### src/rtl/updown_counter_n.sv
// updown_counter_n: modulo-(MAX_VAL+1) up/down counter with synchronous load,
// combinational terminal-count flag and a registered one-cycle wrap pulse.
// Optional macro UPDOWN_COUNTER_SAT_EN adds a 'sat' input; when sat=1 the
// counter clamps at its end points instead of wrapping.
module updown_counter_n #(
    parameter int              WIDTH   = 8,
    parameter longint unsigned MAX_VAL = (64'd1 << WIDTH) - 64'd1
) (
    input  logic             clk,
    input  logic             rst_n,
    input  logic             en,
    input  logic             dir,
    input  logic             load,
    input  logic [WIDTH-1:0] load_val,
`ifdef UPDOWN_COUNTER_SAT_EN
    input  logic             sat,
`endif
    output logic [WIDTH-1:0] count,
    output logic             tc,
    output logic             wrap
);

    localparam longint unsigned FULL_RANGE = (64'd1 << WIDTH) - 64'd1;
    localparam logic [WIDTH-1:0] MAX = MAX_VAL[WIDTH-1:0];

    // Reject illegal configurations while elaborating, not in silicon.
    generate
        if (WIDTH < 2 || WIDTH > 32) begin : g_bad_width
            $error("updown_counter_n: WIDTH must be within 2..32");
        end
        if (MAX_VAL < 64'd1 || MAX_VAL > FULL_RANGE) begin : g_bad_max
            $error("updown_counter_n: MAX_VAL must be within 1..2**WIDTH-1");
        end
    endgenerate

    logic             sat_on;
    logic [WIDTH-1:0] load_clip;
    logic             at_max;
    logic             at_zero;

`ifdef UPDOWN_COUNTER_SAT_EN
    assign sat_on = sat;
`else
    assign sat_on = 1'b0;
`endif

    assign at_max  = (count == MAX);
    assign at_zero = (count == '0);

    // Loaded values above the terminal count are clamped so count never leaves 0..MAX_VAL.
    always_comb begin
        load_clip = load_val;
        if (load_val > MAX)
            load_clip = MAX;
    end

    // Terminal count looks at the end point in the currently selected direction, regardless of en.
    always_comb begin
        tc = dir ? at_max : at_zero;
    end

    // Counter state: load beats en; wrap pulses for one cycle after a roll-over.
    always_ff @(posedge clk or negedge rst_n) begin
        if (!rst_n) begin
            count <= '0;
            wrap  <= 1'b0;
        end else begin
            wrap <= 1'b0;
            if (load) begin
                count <= load_clip;
            end else if (en) begin
                if (dir) begin
                    if (!at_max) begin
                        count <= count + 1'b1;
                    end else if (!sat_on) begin
                        count <= '0;
                        wrap  <= 1'b1;
                    end
                end else begin
                    if (!at_zero) begin
                        count <= count - 1'b1;
                    end else if (!sat_on) begin
                        count <= MAX;
                        wrap  <= 1'b1;
                    end
                end
            end
        end
    end

endmodule

### config.mk
export PLATFORM = sky130hd
export DESIGN_NAME = updown_counter_n
export DESIGN_NICKNAME = d
export VERILOG_FILES = /design/src/rtl/updown_counter_n.sv
export SDC_FILE = /design/constraint.sdc
export NUM_CORES = 1
export LEC_CHECK = 0
export CORE_AREA = 2 2 62 64
export CTS_CLUSTER_SIZE = 28
export DETAILED_ROUTE_END_ITERATION = 7
export DIE_AREA = 0 0 64 66
export SLEW_MARGIN = 20
export SYNTH_ARGS = -nofsm -noshare
export SYNTH_HDL_FRONTEND = slang
export SYNTH_SLANG_ARGS = --single-unit
### constraint.sdc
create_clock -name clk -period 1.8 [get_ports clk]
set_input_delay 0.36 -clock clk [delete_from_list [all_inputs] [get_ports clk]]
set_output_delay 0.36 -clock clk [all_outputs]
set_load 0.01 [all_outputs]
# Yosys cells after proc, flatten, opt, wreduce, memory -nomap -nowiden
# Index checks and enable logic that the tools add are counted.
[totals] register_bits=9 out_inout_bits=10 elab_cells=20
[op_classes] addsub=2 magnitude_cmp=1 n_eq_ne=1 muxes=12 reduce_logical=2
[op_table] operator="2-to-1 mux 8 bit" n=6
[op_table] operator="adder 8 x 1 -> 8 bit (second input constant)" n=1
[op_table] operator="equality test 8 bit (second input constant)" n=1
[op_table] operator="greater-than comparator 8 bit (second input constant)" n=1
[op_table] operator="zero test 8 bit" n=1
[op_table] operator="subtractor 8 x 1 -> 8 bit (second input constant)" n=1
[op_table] operator="2-to-1 mux 1 bit" n=6
[op_table] operator="nonzero test 2 bit" n=1

# Longest topological paths before layout
[logic_depth] depth_word=5 ltp_mapped=7 depth_no_buf=6

# Worst setup path before layout
# No wires, ideal clock.
[synth_timing] kind="reg2out" start="register count[1]" end="output port tc" arrival_time_ps=1547 t_required_ps=1440 setup_slack_ps=-107 stages_incl_launch_ff=7 n_path_buf=1 path_cell_list="dfrtp_1 -> buf_6 -> inv_1 -> ha_1 -> nor3b_1 -> and2_1 -> mux2_2"
[synth_between] elab_chain_cells=2 word_cells_on_any_way=3 cone_classes="eq/ne: 1; mux: 1; reduce/logical: 1"
[synth_rtl] item="from (decl)" line_no="18" rtl="output logic [WIDTH-1:0] count,"
[synth_rtl] item="from (signal assigned)" line_no="70" rtl="count <= load_clip;"
[synth_rtl] item="from (signal assigned)" line_no="74" rtl="count <= count + 1'b1;"
[synth_rtl] item="from (signal assigned)" line_no="81" rtl="count <= count - 1'b1;"
[synth_rtl] item="equality test 8 bit or zero test 8 bit (tied branches)" line_no="47, 48"
[synth_rtl] item="2-to-1 mux 1 bit *" line_no="59" rtl="tc = dir ? at_max : at_zero;"
[synth_rtl] item="to (decl)" line_no="19" rtl="output logic tc,"
# Every way passes the cells marked *; elsewhere a longest branch is shown, timed or not.

# Worst setup path in the final report
# Ends and elaborated chain as after synthesis.

==> results_dict.tcl <==
set metrics [dict create \
    vias 1024 \
    overall_routed_net_length_um 2825 \
    count_of_nets_after_finishing 176 \
    required_ns 1.44 \
    worst_clk_skew_ns 0.002821 \
    count_of_port_buffers_added_during_placement 22 \
    synthTopCellsByCount "sky130_fd_sc_hd__dfrtp_1 (9), sky130_fd_sc_hd__nand2_1 (8), sky130_fd_sc_hd__a21oi_1 (7)" \
    post_route_antenna_net_violation_count 0 \
    die_w_um 64 \
    synthDistinctLibCells 44 \
    grt_antenna_before_repair 0 \
    grt_first_pass_wirelength_um 4678 \
    pwr_density_cell_mw_per_mm2 613.7 \
    ctsHoldBuffers 0 \
    finish.cell_count_without_fillers 207 \
    crit_cells 6 \
    maxCapViolCount 0 \
    grt_util_all_layers_pct 14.39 \
    floorplan_die_area_mm2 0.004224 \
    r2r_slack_ns 0.15 \
    post_placement_setup_slack_ns -0.2637 \
    tritoncts.num_buffers 3 \
    ys_seq_elements 9 \
    route.met3.wl_um 116 \
    core.rowCount 22 \
    final_hold_viol_count 0 \
    highest_layer "met4" \
    critical_path_s_slowest_cell "sky130_fd_sc_hd__dfrtp_1" \
    reg2reg_to "count[3]" \
    yosys_warnings 0 \
    cts-root-to-sink-buffers 2 \
    cells_after_dpl 200 \
    met1Wirelength_um 1332 \
    path_buf_inv 2 \
    report.final.setup_viol 1 \
    failed_checks "negative setup slack" \
    clkSlewWorstSetupHoldPaths_ns 0.07 \
    timing.fmax_mhz 521.7 \
    number_of_global_route_vias_before_repair 992 \
    dominantRegCellSynth "sky130_fd_sc_hd__dfrtp_1" \
    syn_avg_cell_area_um2 8.905 \
    critical_path.reg2reg.startpoint "count[1]" \
    run_status "finished, violations left" \
    synth_area_leader_cell "sky130_fd_sc_hd__dfrtp_1" \
    cts_tree "done" \
    number_of_sinks_driven_by_the_clock_tree 9 \
    synth.top_cell.area_share_pct 22.78 \
    diodes 0 \
    netlist_area_um2 988.4 \
    min-delay-path-class "in -> async" \
    insertion_delay_ns 0.28 \
    via_per_inst 4.947 \
    setup_repair_after_global_routing_missed_its_margin "yes" \
    core_mm2 0.003551 \
    drc 0 \
    dieHeight_um 66 \
    synth.area.top_cells "sky130_fd_sc_hd__dfrtp_1 (23%), sky130_fd_sc_hd__buf_6 (5.7%), sky130_fd_sc_hd__clkbuf_8 (5.6%)" \
    first_pass_iters 4 \
    number_of_standard_cells_after_synthesis 111 \
    cts.root.buffer_cell "sky130_fd_sc_hd__clkbuf_4" \
    met2WireLength_um 1316 \
    post-route-min-period_ns 1.917 \
    worstSetupPathType "reg -> out" \
    report.final.slew_viol_count 0 \
    timing.critical_path.from_type "flip-flop" \
    top_level_ports 23 \
    dp_hpwl_um 2187 \
    yosysSeqAreaShare_pct 22.78 \
    ir_worst_vdd_uv 167.2 \
    worstMarginPinSlew_ns 0.4326 \
    worst_path_dominant_cell_family "flip-flops" \
    async_reset_ff_share_pct 100.0 \
    crit_path_cell_trace "inv_2 -> ha_4 -> nor3b_4 -> and2_4 -> mux2_4 -> buf_6" \
    hold_slack_ns 0.3822 \
    static_leakage_nw 0.6124 \
    endpoint_kind "output port" \
    first_iter_violations 50 \
    critPathArrivalTime_ns 1.56 \
    synth_enable_flop_cells 0 \
    overflow_left_after_global_routing 0 \
    final_layout_size_suffix_gt1_share_pct 36.48 \
    critPathMaxFanout 3 \
    cpPeakStageDelay_ns 0.38 \
    reg2regPathDepth 8 \
    grt_start_max_net_pins 13 \
    synth_most_common_cell "sky130_fd_sc_hd__dfrtp_1" \
    htree_num_levels 1 \
    place_congestion 0.8832 \
    worst_path_setup_slack_after_routing_ns -0.1167 \
    final_min_period_over_clock_period_pct 106.5 \
    synthesized_netlist_net_count 127 \
    routed_wire_length_per_instance_um 13.65 \
    slew_headroom_pct 71.07 \
    initial_utilization_pct 27.84 \
    area.growth.synth_to_final_pct 48.48 \
]
placed cells by master (no fill, tap or decap), types with 2 or more instances in the layout:
master	netlist	routed
sky130_fd_sc_hd__a211oi_1	2	2
sky130_fd_sc_hd__a21oi_1	7	7
sky130_fd_sc_hd__a31oi_1	2	2
sky130_fd_sc_hd__buf_4	0	30
sky130_fd_sc_hd__buf_6	5	2
sky130_fd_sc_hd__clkbuf_4	0	3
sky130_fd_sc_hd__clkdlybuf4s50_1	0	20
sky130_fd_sc_hd__dfrtp_1	9	5
sky130_fd_sc_hd__dfrtp_2	0	4
sky130_fd_sc_hd__inv_1	5	3
sky130_fd_sc_hd__inv_2	0	2
sky130_fd_sc_hd__nand2_1	8	8
sky130_fd_sc_hd__nand2b_1	3	3
sky130_fd_sc_hd__nand3_1	4	3
sky130_fd_sc_hd__nand3_2	1	2
sky130_fd_sc_hd__nor2_1	6	6
sky130_fd_sc_hd__nor3_1	6	6
sky130_fd_sc_hd__nor3b_1	4	2
sky130_fd_sc_hd__nor4_4	2	2
sky130_fd_sc_hd__o21ai_0	5	5
sky130_fd_sc_hd__o21ai_1	2	2
sky130_fd_sc_hd__o31ai_1	3	3
sky130_fd_sc_hd__xnor2_1	2	2
sky130_fd_sc_hd__xor2_1	3	3
worst reg2reg max path, delay by kind of cell (launching register included):
kind / cells / cell delay, ns
adders and majority gates: 1 / 0.16
AOI/OAI and AO/OA: 1 / 0.26
DFF: 1 / 0.38
and+or+nand+nor: 3 / 0.40
buffers and inverters: 3 / 0.32
worst max-delay path by stage:
stage	start	to
6_report	count[1]	tc
3_3_place_gp	dir	tc
3_5_place_dp	dir	tc
5_1_grt	count[1]	tc
4_1_cts	count[1]	tc
2_1_floorplan	count[0]	tc
layer usage:
| layer | track usage (%) | vias up |
|---|---|---|
| met4 | 8.696 | 0 |
| met3 | 1.193 | 5 |
| met5 | 0 | - |
| li1 | - | 499 |
| met2 | 22.66 | 34 |
| met1 | 19.09 | 486 |
state kept, by name, indices dropped and copies added, names as in the netlist:
name	cells
count	8
wrap	1
power breakdown:
part,switching (mW),internal [mW]
Clock,0.0890,0.0862
Sequential,0.0350,0.228
Combinational,0.215,0.247
layout make-up:
| type | instances | area, um^2 |
|---|---|---|
| fillers | 356 | 2083 |
| multi-input cells | 88 | 675.6 |
| repair buffers | 53 | 456.7 |
| flip-flops and latches | 9 | 230.2 |
| well taps | 48 | 60.06 |
| clock buffers | 4 | 26.28 |
| inverters | 5 | 18.77 |
what timing repair did:
action / CTS / global route
buffers inserted: 1 / 2
endpoints found under the setup margin: 3 / 6
pin swaps: 0 / 1
gates resized for setup: 13 / 7
metrics by stage:
stage          utilization, %  instance area, um^2  power (mW)  setup TNS (ns)
3_3_place_gp            38.83                 1379      0.6819         -0.2611
5_1_grt                 41.33                 1468      0.9619         -0.1657
2_1_floorplan               -                999.7      0.5142               0
6_report                41.33                 1468      0.9008         -0.1167
3_5_place_dp            38.83                 1379      0.6922         -0.2637
4_1_cts                 40.56                 1440      0.8893         -0.1335
cells by family after synthesis:
logic type      share of synthesized area, %
compound gates                         21.90
xor+xnor                               4.431
fa+ha+maj                              3.798
buf+inv                                13.16
flops                                  22.79
mux                                    3.291
simple gates                           30.63
(Power assumes the default switching activity.)
